[src/rtl/sr_cmd_gen.sv]
// sr_cmd_gen: front end for the ffSR stage.
// Synchronizes and debounces raw set/clear requests, turns rising edges into
// single-cycle s/r pulses with a hold-off gap, drops commands that would not
// change the downstream flop, and counts set/clear collisions.
//
// state | meaning
// IDLE  | waiting for a pending command
// ISSUE | one-cycle s or r pulse being driven
// HOLD  | forced idle gap after a pulse, counting HOLDOFF down to 0

module sr_cmd_gen #(
  parameter int DEBOUNCE = 4,
  parameter int HOLDOFF  = 2,
  parameter int CNT_W    = 8
) (
  input  logic             clock,
  input  logic             reset,
  input  logic             set_in,
  input  logic             clr_in,
  output logic             s,
  output logic             r,
  output logic             busy,
  output logic             conflict,
  output logic [CNT_W-1:0] conflict_cnt,
  output logic             state_q
);

  localparam int DW = (DEBOUNCE > 1) ? $clog2(DEBOUNCE) : 1;
  localparam int HW = (HOLDOFF > 1) ? $clog2(HOLDOFF + 1) : 1;
  localparam logic [DW-1:0] DEB_LAST  = DW'(DEBOUNCE - 1);
  localparam logic [HW-1:0] HOLD_LOAD = HW'(HOLDOFF);

  typedef enum logic [1:0] {
    IDLE  = 2'd0,
    ISSUE = 2'd1,
    HOLD  = 2'd2
  } state_t;

  // Channel index 1 is set, index 0 is clear, so a rise vector maps
  // directly onto the pending kind encoding (SET=1, CLR=0).
  logic [1:0]    raw;
  logic [1:0]    sync1;
  logic [1:0]    sync2;
  logic [1:0]    deb;
  logic [1:0]    deb_d;
  logic [1:0]    rise;
  logic [DW-1:0] deb_cnt [2];

  logic          pend_v;
  logic          pend_kind;
  logic          consume;

  state_t        state;
  logic [HW-1:0] hold_cnt;
  logic          issue_kind;

  assign raw  = {set_in, clr_in};
  assign rise = deb & ~deb_d;

  // IDLE always takes the pending entry: either issues it or drops it.
  assign consume = (state == IDLE) && pend_v;

  assign busy = (state != IDLE) || pend_v;

  // Two-flop synchronizer on both raw request lines.
  always_ff @(posedge clock) begin
    if (!reset) begin
      sync1 <= '0;
      sync2 <= '0;
    end else begin
      sync1 <= raw;
      sync2 <= sync1;
    end
  end

  // Per-channel debounce: deb follows sync2 only after DEBOUNCE cycles of disagreement.
  always_ff @(posedge clock) begin
    if (!reset) begin
      deb        <= '0;
      deb_d      <= '0;
      deb_cnt[0] <= '0;
      deb_cnt[1] <= '0;
    end else begin
      deb_d <= deb;
      for (int i = 0; i < 2; i++) begin
        if (sync2[i] == deb[i]) begin
          deb_cnt[i] <= '0;
        end else if (deb_cnt[i] == DEB_LAST) begin
          deb[i]     <= sync2[i];
          deb_cnt[i] <= '0;
        end else begin
          deb_cnt[i] <= deb_cnt[i] + DW'(1);
        end
      end
    end
  end

  // Single-entry pending register with last-request-wins and conflict accounting.
  always_ff @(posedge clock) begin
    if (!reset) begin
      pend_v       <= 1'b0;
      pend_kind    <= 1'b0;
      conflict     <= 1'b0;
      conflict_cnt <= '0;
    end else begin
      conflict <= 1'b0;
      if (rise[1] && rise[0]) begin
        // Colliding requests are both thrown away; an older entry survives
        // unless the FSM is taking it this cycle.
        conflict <= 1'b1;
        if (conflict_cnt != {CNT_W{1'b1}}) begin
          conflict_cnt <= conflict_cnt + CNT_W'(1);
        end
        if (consume) begin
          pend_v <= 1'b0;
        end
      end else if (rise[1] || rise[0]) begin
        // A new request replaces the entry even if the FSM consumes it now.
        pend_v    <= 1'b1;
        pend_kind <= rise[1];
      end else if (consume) begin
        pend_v <= 1'b0;
      end
    end
  end

  // Command FSM with registered s/r pulses and the downstream y mirror.
  always_ff @(posedge clock) begin
    if (!reset) begin
      state      <= IDLE;
      hold_cnt   <= '0;
      issue_kind <= 1'b0;
      s          <= 1'b0;
      r          <= 1'b0;
      state_q    <= 1'b0;
    end else begin
      s <= 1'b0;
      r <= 1'b0;
      case (state)
        IDLE: begin
          // A command matching the mirror is dropped by the pending logic.
          if (pend_v && (pend_kind != state_q)) begin
            state      <= ISSUE;
            issue_kind <= pend_kind;
            s          <= pend_kind;
            r          <= ~pend_kind;
          end
        end
        ISSUE: begin
          state_q <= issue_kind;
          if (HOLDOFF > 0) begin
            state    <= HOLD;
            hold_cnt <= HOLD_LOAD;
          end else begin
            state <= IDLE;
          end
        end
        HOLD: begin
          if (hold_cnt <= HW'(1)) begin
            hold_cnt <= '0;
            state    <= IDLE;
          end else begin
            hold_cnt <= hold_cnt - HW'(1);
          end
        end
        default: begin
          state <= IDLE;
        end
      endcase
    end
  end

endmodule

[config.mk]
export PLATFORM = sky130hd
export DESIGN_NAME = sr_cmd_gen
export DESIGN_NICKNAME = d
export VERILOG_FILES = /design/src/rtl/sr_cmd_gen.sv
export SDC_FILE = /design/constraint.sdc
export NUM_CORES = 1
export LEC_CHECK = 0
export ABC_AREA = 0
export CORE_UTILIZATION = 56
export CTS_BUF_LIST = sky130_fd_sc_hd__clkbuf_8
export CTS_CLUSTER_SIZE = 25
export DETAILED_ROUTE_END_ITERATION = 16
export HOLD_SLACK_MARGIN = 0.08
export PLACE_DENSITY = 0.81
export SYNTH_ARGS = -nofsm -noshare
export SYNTH_HDL_FRONTEND = slang
export SYNTH_SLANG_ARGS = --single-unit
[constraint.sdc]
create_clock -name clock -period 1.8 [get_ports clock]
set_input_delay 0.18 -clock clock [delete_from_list [all_inputs] [get_ports clock]]
set_output_delay 0.18 -clock clock [all_outputs]
set_load 0.01 [all_outputs]
== Word level (Yosys, flattened, before mapping) ==
Memories as Yosys holds them, arrays and structs flattened.
Index checks and enable logic that the tools add are counted.

* Add/sub/neg operators: 4
* $mul: 0
* Div/mod/pow operators: 0
* Magnitude comparators: 1
* Equal/unequal tests: 10
* Shift-type cells: 0
* Mux-type cells: 38
* Bitwise logic cells: 12
* Reduce and logical (&&, ||, !) cells: 15

{| class="wikitable"
|+ Operators by type and width
! cell !! number
|-
| $mux 1 || 27
|-
| $mux 2 || 9
|-
| $reduce_and 2->1 || 6
|-
| $add 8x1->8 const B || 1
|-
| $ne 8x8->1 const B || 1
|-
| $eq 2x2->1 const B || 3
|-
| $or 1x1->1 || 6
|-
| $pmux 2 s3 || 1
|-
| $add 2x1->2 const B || 2
|-
| $not 1->1 || 4
|-
| $pmux 2 s2 || 1
|-
| $reduce_bool 2->1 || 2
|-
| $logic_and 1x1->1 || 3
|-
| $reduce_and 3->1 || 1
|-
| $and 2x2->2 || 1
|-
| $eq 1x1->1 || 2
|-
| $eq 2x1->1 const B || 1
|-
| $le 2x1->1 const B || 1
|-
| $logic_not 2->1 || 1
|-
| $logic_or 1x1->1 || 2
|-
| $ne 2x1->1 const B || 1
|-
| $ne 2x2->1 const B || 1
|-
| $not 2->2 || 1
|-
| $sub 2x1->2 const B || 1
|-
| $ne 1x1->1 || 1
|}

* Register bits after elaboration: 27
* Bits in latches: 0
* Bits in writable memories: 4
* ROM bits: 0
* Bits of input ports: 4
* Output and inout bits: 13
* Logic and storage cells: 96
* Memories: 1

{| class="wikitable"
|+ Memory list
! memory !! words !! width !! read ports !! clocked after Yosys merged registers in !! wr ports !! line !! source
|-
| deb_cnt || 2 || 2 || 2 || 0 || 2 || 47 || <nowiki>logic [DW-1:0] deb_cnt [2];</nowiki>
|}

== Logic depth before layout (Yosys ltp) ==
Gate-level depths: netlist of run 1.

* Depth after elaboration: 7
* Gate-level depth with buffers: 6
* Gate-level depth less buffers: 6

== Worst setup path after synthesis of run 1 ==
OpenSTA, ideal clock, no wires.

* Path type: register to register
* Start point: reg deb[1]
* End point: reg conflict_cnt[7]
* Library setup time: 116 ps
* Data arrival time: 1255 ps
* Data required time: 1684 ps
* Path slack: 428 ps
* Cell stages (with the launch flop): 7
* Path buffers: 0
* Clock period less this slack: 1372 ps
* Path through: dfxtp_1 -> nand2b_1 -> inv_1 -> ha_1 -> and4_1 -> a31o_2 -> o211a_1

* Cells in the longest elaborated chain, start to end: 3

{| class="wikitable"
|+ RTL lines
! item !! line !! source
|-
| start, declared || 44 || <nowiki>logic [1:0] deb;</nowiki>
|-
| start signal, assigned by index || 89 || <nowiki>deb[i] <= sync2[i];</nowiki>
|-
| $and 2x2->2 || 58 || <nowiki>assign rise = deb & ~deb_d;</nowiki>
|-
| net rise[1] || 46 || <nowiki>logic [1:0] rise;</nowiki>
|-
| $logic_and 1x1->1 || 107 || <nowiki>if (rise[1] && rise[0]) begin</nowiki>
|-
| $reduce_and 2->1 (no line) || - ||
|-
| end signal, assigned || 112 || <nowiki>conflict_cnt <= conflict_cnt + CNT_W'(1);</nowiki>
|-
| end, declared || 24 || <nowiki>output logic [CNT_W-1:0] conflict_cnt,</nowiki>
|}

The timed path passes the listed nets, and every way through them passes these cells.
A chain may end at the register's enable or synchronous reset.

== Worst setup path after layout of run 1 ==
* Start point: reg state[1]
* End point: out busy

* Cells in the longest elaborated chain, start to end: 2

{| class="wikitable"
|+ RTL lines
! item !! line !! source
|-
| start, declared || 53 || <nowiki>state_t state;</nowiki>
|-
| start signal, assigned || 130 || <nowiki>state <= IDLE;</nowiki>
|-
| start signal, assigned || 143 || <nowiki>state <= ISSUE;</nowiki>
|-
| start signal, assigned || 152 || <nowiki>state <= HOLD;</nowiki>
|-
| $reduce_bool 2->1 || 63 || <nowiki>assign busy = (state != IDLE) || pend_v;</nowiki>
|-
| $logic_or 1x1->1 || 63 ||
|-
| end, declared || 22 || <nowiki>output logic busy,</nowiki>
|}

Every way passes these cells.

==> results of run 1 <==
registers in the layout (all words and copies together), names as in the netlist:
name,cells
pend_v,1
conflict,1
pend_kind,1
r,1
hold_cnt,2
s,1
issue_kind,1
state_q,1
sync2,2
deb_cnt,4
deb_d,2
state,2
deb,2
sync1,2
conflict_cnt,8
worst register-to-register path: cells and delay by family, from the launching register on:
family / cells / cell delay, ns
and+or+nand+nor: 3 / 0.51
DFF: 1 / 0.37
adders and majority gates: 1 / 0.26
AOI/OAI and AO/OA: 1 / 0.23
buffers and inverters: 1 / 0.10
metal layers:
layer  track usage  routed length (um)
met1         0.213                1000
met2         0.393                1140
met3        0.0727                  91
met4         0.125                  46
met5             0                   0
worst min-delay path by stage:
stage	from	endpoint	cells after the start	slack [ns]
2_1_floorplan	clr_in	sync1[0]	1	0.31
3_3_place_gp	sync1[1]	sync2[1]	1	0.41
3_5_place_dp	sync1[0]	sync2[0]	1	0.43
4_1_cts	sync1[0]	sync2[0]	1	0.44
5_1_grt	sync1[0]	sync2[0]	1	0.47
6_report	sync1[0]	sync2[0]	1	0.44
cell type report:
| class | instances | area, um2 |
|---|---|---|
| well taps | 28 | 35.0 |
| flip-flops and latches | 31 | 662 |
| repair buffers | 18 | 175 |
| multi-input cells | 92 | 633 |
| clock buffers | 5 | 68.8 |
| inverters | 7 | 26.3 |
| fillers | 168 | 599 |
| clock inverters | 3 | 12.5 |
stage by stage:
step	util	cells	hold slack [ns]
after floorplan	-	133	0.307
after global placement	0.691	176	0.415
after detailed placement	0.691	176	0.426
after CTS	0.728	184	0.440
after global routing	0.729	184	0.469
final	0.729	184	0.436
cell families after synthesis:
family,Yosys count,share of synthesized area
mux,10,0.0769
other cells,1,0.00285
buf+inv,10,0.0285
simple gates,50,0.207
flops,31,0.501
xor+xnor,3,0.0199
fa+ha+maj,9,0.0855
compound gates,16,0.0779
Yosys cell counts, types with 4 or more instances:
cell type and instances:
nand2_1 11, inv_1 7, a31oi_1 5, edfxtp_1 4, nand2b_1 5, and2_1 9, dfxtp_1 27, ha_1 9
nand3_1 4, mux2i_1 9, nor2_1 7
power by group through the flow:
| stage | Clock, mW | Combinational (mW) | Sequential, mW |
|---|---|---|---|
| 2_1_floorplan | 0 | 0.0239 | 0.728 |
| 3_3_place_gp | 0 | 0.0377 | 0.729 |
| 3_5_place_dp | 0 | 0.0402 | 0.730 |
| 4_1_cts | 0.511 | 0.0399 | 0.714 |
| 5_1_grt | 0.533 | 0.0449 | 0.715 |
| 6_report | 0.495 | 0.0393 | 0.714 |
cell usage in the layout (no fill, tap or decap), types with 2 or more instances in the layout:
| cell | synthesis | layout |
|---|---|---|
| and2_1 | 9 | 9 |
| edfxtp_1 | 4 | 4 |
| clkbuf_8 | 0 | 5 |
| conb_1 | 1 | 4 |
| mux2i_1 | 9 | 9 |
| nor4b_1 | 2 | 2 |
| nor4_1 | 2 | 2 |
| and4_1 | 2 | 2 |
| inv_1 | 7 | 9 |
| nand2b_1 | 5 | 5 |
| and3_1 | 2 | 2 |
| a31oi_1 | 5 | 5 |
| buf_4 | 0 | 2 |
| a21oi_1 | 2 | 2 |
| dfxtp_1 | 27 | 26 |
| nor2_1 | 7 | 7 |
| nand3_1 | 4 | 4 |
| o21ai_0 | 3 | 3 |
| xnor2_1 | 2 | 2 |
| nor3_1 | 3 | 3 |
| ha_1 | 9 | 8 |
| clkdlybuf4s50_1 | 0 | 16 |
| nand2_1 | 11 | 11 |
repair_timing:
action                     4_1_cts  5_1_grt
gates resized for setup          1        1
pin swaps                        0        0
setup endpoints to repair        1        1
hold endpoints to repair         0        0
hold buffers                     0        0
==> out/qor.yml, run 1 <==
grt:
  grt_pass1_wl_um: 3970
  grt_max_degree: 22
  grt_usage: 0.217
  antenna_found_initial: 0
  grt_pass1_vias: 951
  grt-ovfl-total: 0
timing:
  fin_ws_ns: 0.105
  finalSetupTns_ns: 0
  fin_crit_ns: 1.69
  slew_violations: 0
  skew_ns: 0.00715
  finalCritPeriodShare: 0.942
  rsz0062_at_grt: "false"
  fmax_mhz: 590
  finalSetupViolCount: 0
  hold_viol: 0
synthesis:
  synthTopCellsByArea: "dfxtp_1 (41%), edfxtp_1 (9.1%), ha_1 (8.5%)"
  netlist_instances: 130
  synthArstFlopShare: 0
  ys.flop_type: "dfxtp_1"
  ys_warn_count: 0
  synth_top_area_frac: 0.410
  synth_cell_types: 32
  synth_edf_count: 4
  synth_seq_cells: 31
  synth_area_per_cell_um2: 10.1
  ys_seq_area_frac: 0.501
  syn_area_um2: 1320
  synth_largest_area_cell: "dfxtp_1"
power_and_ir_drop:
  p_int_mw: 0.988
  clkPwrFrac: 0.396
  power_density_nw_per_um2: 774
  total_power_mw: 1.25
  switching_share: 0.209
  leakagePower_nw: 0.675
  switchingPower_mw: 0.261
  power_frac_seq: 0.572
  peakVddDrop_mv: 0.567
  pwr-share-comb: 0.031
critical_path:
  r2r_end: "conflict_cnt[7]"
  cp_cell_sequence: "inv_1 -> ha_2 -> nand2_1 -> clkdlybuf4s50_1"
  ff2ff_setup_slack_ns: 0.24
  slowest_delay_ns: 0.52
  startpoint: "state[1]"
  reg2regPathDepth: 6
  worst_r2r_startpoint: "deb[1]"
  crit_family: "buffers and inverters"
  cp.arrival_ns: 1.51
  critPathMaxFanout: 4
  critPathSlowestCell: "clkdlybuf4s50_1"
  start_kind: "flip-flop"
  crit_type: "reg2out"
  worst_ep_required_time_ns: 1.62
  worst-path-stages: 4
  crit_buf_inv: 2
  endpoint: "busy"
  endpoint_kind: "output port"
final_layout:
  area_delta_synth_final_pct: 22.4
  final_cell_area_um2: 1610
  antenna_cells: 0
  final_nets: 168
  drive_gt1_frac: 0.0769
routing:
  drtIter0Drc: 20
  dr.pass1.iters: 5
  drt_wl_total_um: 2280
  vias: 986
  wl_per_cell_um: 12.4
  remaining_drc_errors: 0
  ant_nets: 0
  via_per_inst: 5.36
die:
  rows: 17
  core-area_um2: 2210
  die_h_um: 50.5
  io_pins: 17
  die-area_um2: 2550
  die_x_um: 50.5
  start_util: 0.596
placed_design:
  hpwl_um: 1620
  pre_cts_slack_ns: 0.285
  place_congestion: 0.714
  place_area_um2: 1530
  place.port_buffers: 16
run_status:
  outcome: "completed"
job:
  max_cap_viol_count: 0
cts:
  clock_path_buffers: 2
  htree_levels: 2
  cts_tree: "built"
  cts-buffers-inserted: 5
  postCtsSetupRepairBufs: 0
  clk_pin_slew_ns: 0.06
  clock-sinks: 31
  worstSkewPairLatency_ns: 0.28
  cts-root-buf: "clkbuf_8"
worst_hold_path:
  hold_path.class: "reg2reg"
No activity file was read; power rests on OpenSTA's default activity.
==> inputs of run 2 (changes only) <==
Settings changed: CAP_MARGIN from default to 20, RECOVER_POWER from default to 100.
==> out/qor.yml, run 2 (same netlist as run 1, synthesis figures left out) <==
run_status:
  outcome: "completed"
timing:
  finalCritPeriodShare: 0.945  # +0.00369
  fmax_mhz: 588  # -0.39%
  skew_ns: 0.00878  # +0.00163 ns
  maxSlewHeadroom: 0.501
  finalSetupTns_ns: 0  # unchanged
  hold_viol: 0  # unchanged
  worstMarginPinSlew_ns: 0.748
  slew_violations: 0  # unchanged
  fin_crit_ns: 1.70  # +0.00664 ns
  rsz0062_at_grt: "false"
  finalSetupViolCount: 0  # unchanged
critical_path:
  ff2ff_setup_slack_ns: 0.24  # about the same
  startpoint: "state[1]"
  critPathMaxFanout: 4  # unchanged
  cp.arrival_ns: 1.52  # about the same
  crit_type: "reg2out"
  endpoint: "busy"
  r2r_end: "conflict_cnt[7]"
  worst_ep_required_time_ns: 1.62  # about the same
  start_kind: "flip-flop"
  worst_r2r_startpoint: "deb[1]"
  reg2regPathDepth: 6  # unchanged
  endpoint_kind: "output port"
cts:
  htree_levels: 2  # unchanged
  cts-buffers-inserted: 5  # unchanged
  clk_pin_slew_ns: 0.06  # about the same
  cts_tree: "built"
  cts-root-buf: "clkbuf_8"
  cts_hold_buffers: 0  # unchanged
  clock_path_buffers: 2  # unchanged
  clock-sinks: 31  # unchanged
  worstSkewPairLatency_ns: 0.28  # about the same
  postCtsSetupRepairBufs: 0  # unchanged
worst_hold_path:
  hold_path.class: "reg2reg"
  hold_start: "sync1[0]"
final_layout:
  final_cell_mix: "dfxtp_1 (26), dlygate4sd3_1 (13), nand2_1 (11)"
  regMostFlops: "conflict_cnt"
  largest_reg_flops: 8  # unchanged
  layout.cells.non_filler: 184  # unchanged
  antenna_cells: 0  # unchanged
  drive_gt1_frac: 0.0641  # -0.0128
  final_nets: 168  # unchanged
  final_common_cell: "dfxtp_1"
  area_delta_synth_final_pct: 21.8
  reg_top3: "conflict_cnt: 8 flops, deb_cnt: 4 flops"
  fillers: 167  # -0.60%
placed_design:
  dp.cells: 176  # unchanged
  place_congestion: 0.714  # unchanged
  hpwl_um: 1620  # unchanged
  place.port_buffers: 16  # unchanged
die:
  die-area_um2: 2550  # unchanged
  core-area_um2: 2210  # unchanged
  rows: 17  # unchanged
  die_x_um: 50.5  # unchanged
  start_util: 0.596  # unchanged
  die_h_um: 50.5  # unchanged
  io_pins: 17  # unchanged
grt:
  grt_max_degree: 22  # unchanged
  grt_usage: 0.217  # unchanged
  grt_pass1_wl_um: 3970  # unchanged
  grt_pass1_vias: 951  # unchanged
  antenna_found_initial: 0  # unchanged
  grt-ovfl-total: 0  # unchanged
routing:
  ant_nets: 0  # unchanged
  drt_wl_total_um: 2290  # +0.48%
  drtIter0Drc: 20  # unchanged
  via_per_inst: 5.39  # +0.61%
  vias: 992  # +0.61%
  dr.pass1.iters: 5  # unchanged
  wl_per_cell_um: 12.5  # +0.48%
  remaining_drc_errors: 0  # unchanged
power_and_ir_drop:
  power_density_nw_per_um2: 779  # +0.67%
  leakagePower_nw: 0.707  # +4.8%
  peakVddDrop_mv: 0.569  # +0.34%
job:
  max_cap_viol_count: 0  # unchanged
## run 2: cell types whose count changed in the layout (fill, tap and decap cells not counted)
cell,delta
clkbuf_1,+2
buf_4,-2
and2_0,+4
clkdlybuf4s50_1,-13
dlygate4sd3_1,+13
and2_1,-4
## run 2: final cells by class
| class | count | area (um2) | share of cell area |
|---|---|---|---|
| flip-flops and latches | 31 | 662 | 0.412 |
| multi-input cells | 92 | 633 | 0.394 |
| repair buffers | 18 | 168 | 0.104 |
| clock buffers | 5 | 68.8 | 0.0429 |
| well taps | 28 | 35.0 | 0.0218 |
| inverters | 7 | 26.3 | 0.0164 |
| clock inverters | 3 | 12.5 | 0.00779 |
## run 2: where the power goes
group	total, mW	internal, mW	switching, mW
Clock	0.500	0.259	0.241
Sequential	0.714	0.710	0.00450
Combinational	0.0368	0.0162	0.0206
## run 2: stage by stage
stage | total power [mW] | hold WS, ns | setup slack, ns | utilization | instance area [um2]
after detailed placement | 0.770 | 0.426 | 0.285 | 0.691 | 1530
final | 1.25 | 0.436 | 0.0985 | 0.726 | 1610
after global routing | 1.29 | 0.469 | 0.0166 | 0.726 | 1610
after CTS | 1.27 | 0.440 | 0.0449 | 0.728 | 1610
after global placement | 0.767 | 0.415 | 0.338 | 0.691 | 1530
after floorplan | 0.752 | 0.307 | 0.428 | - | 1330
## run 2: timing repair
item / CTS / global route
cloned: 0 / 0
setup endpoints to repair: 1 / 1
resized for setup: 1 / 1
## run 2: worst max-delay path, cell delays in order, from the launching register on
cell and delay, ns:
dfxtp_1 0.36, inv_1 0.09, ha_2 0.20, nand2_1 0.06, clkdlybuf4s50_1 0.52
## run 2: worst min-delay path by stage
stage | end | cells past startpoint
finish | sync2[0] | 1
global route | sync2[0] | 1
CTS | sync2[0] | 1
detailed placement | sync2[0] | 1
global placement | sync2[1] | 1
floorplan | sync1[0] | 1
## run 2: per-layer routing
metal	wire length [um]	track usage	up-vias
li1	-	-	501
met5	0	0	-
met1	963	0.213	460
met2	1160	0.393	23
met3	112	0.0727	8
met4	53	0.125	0
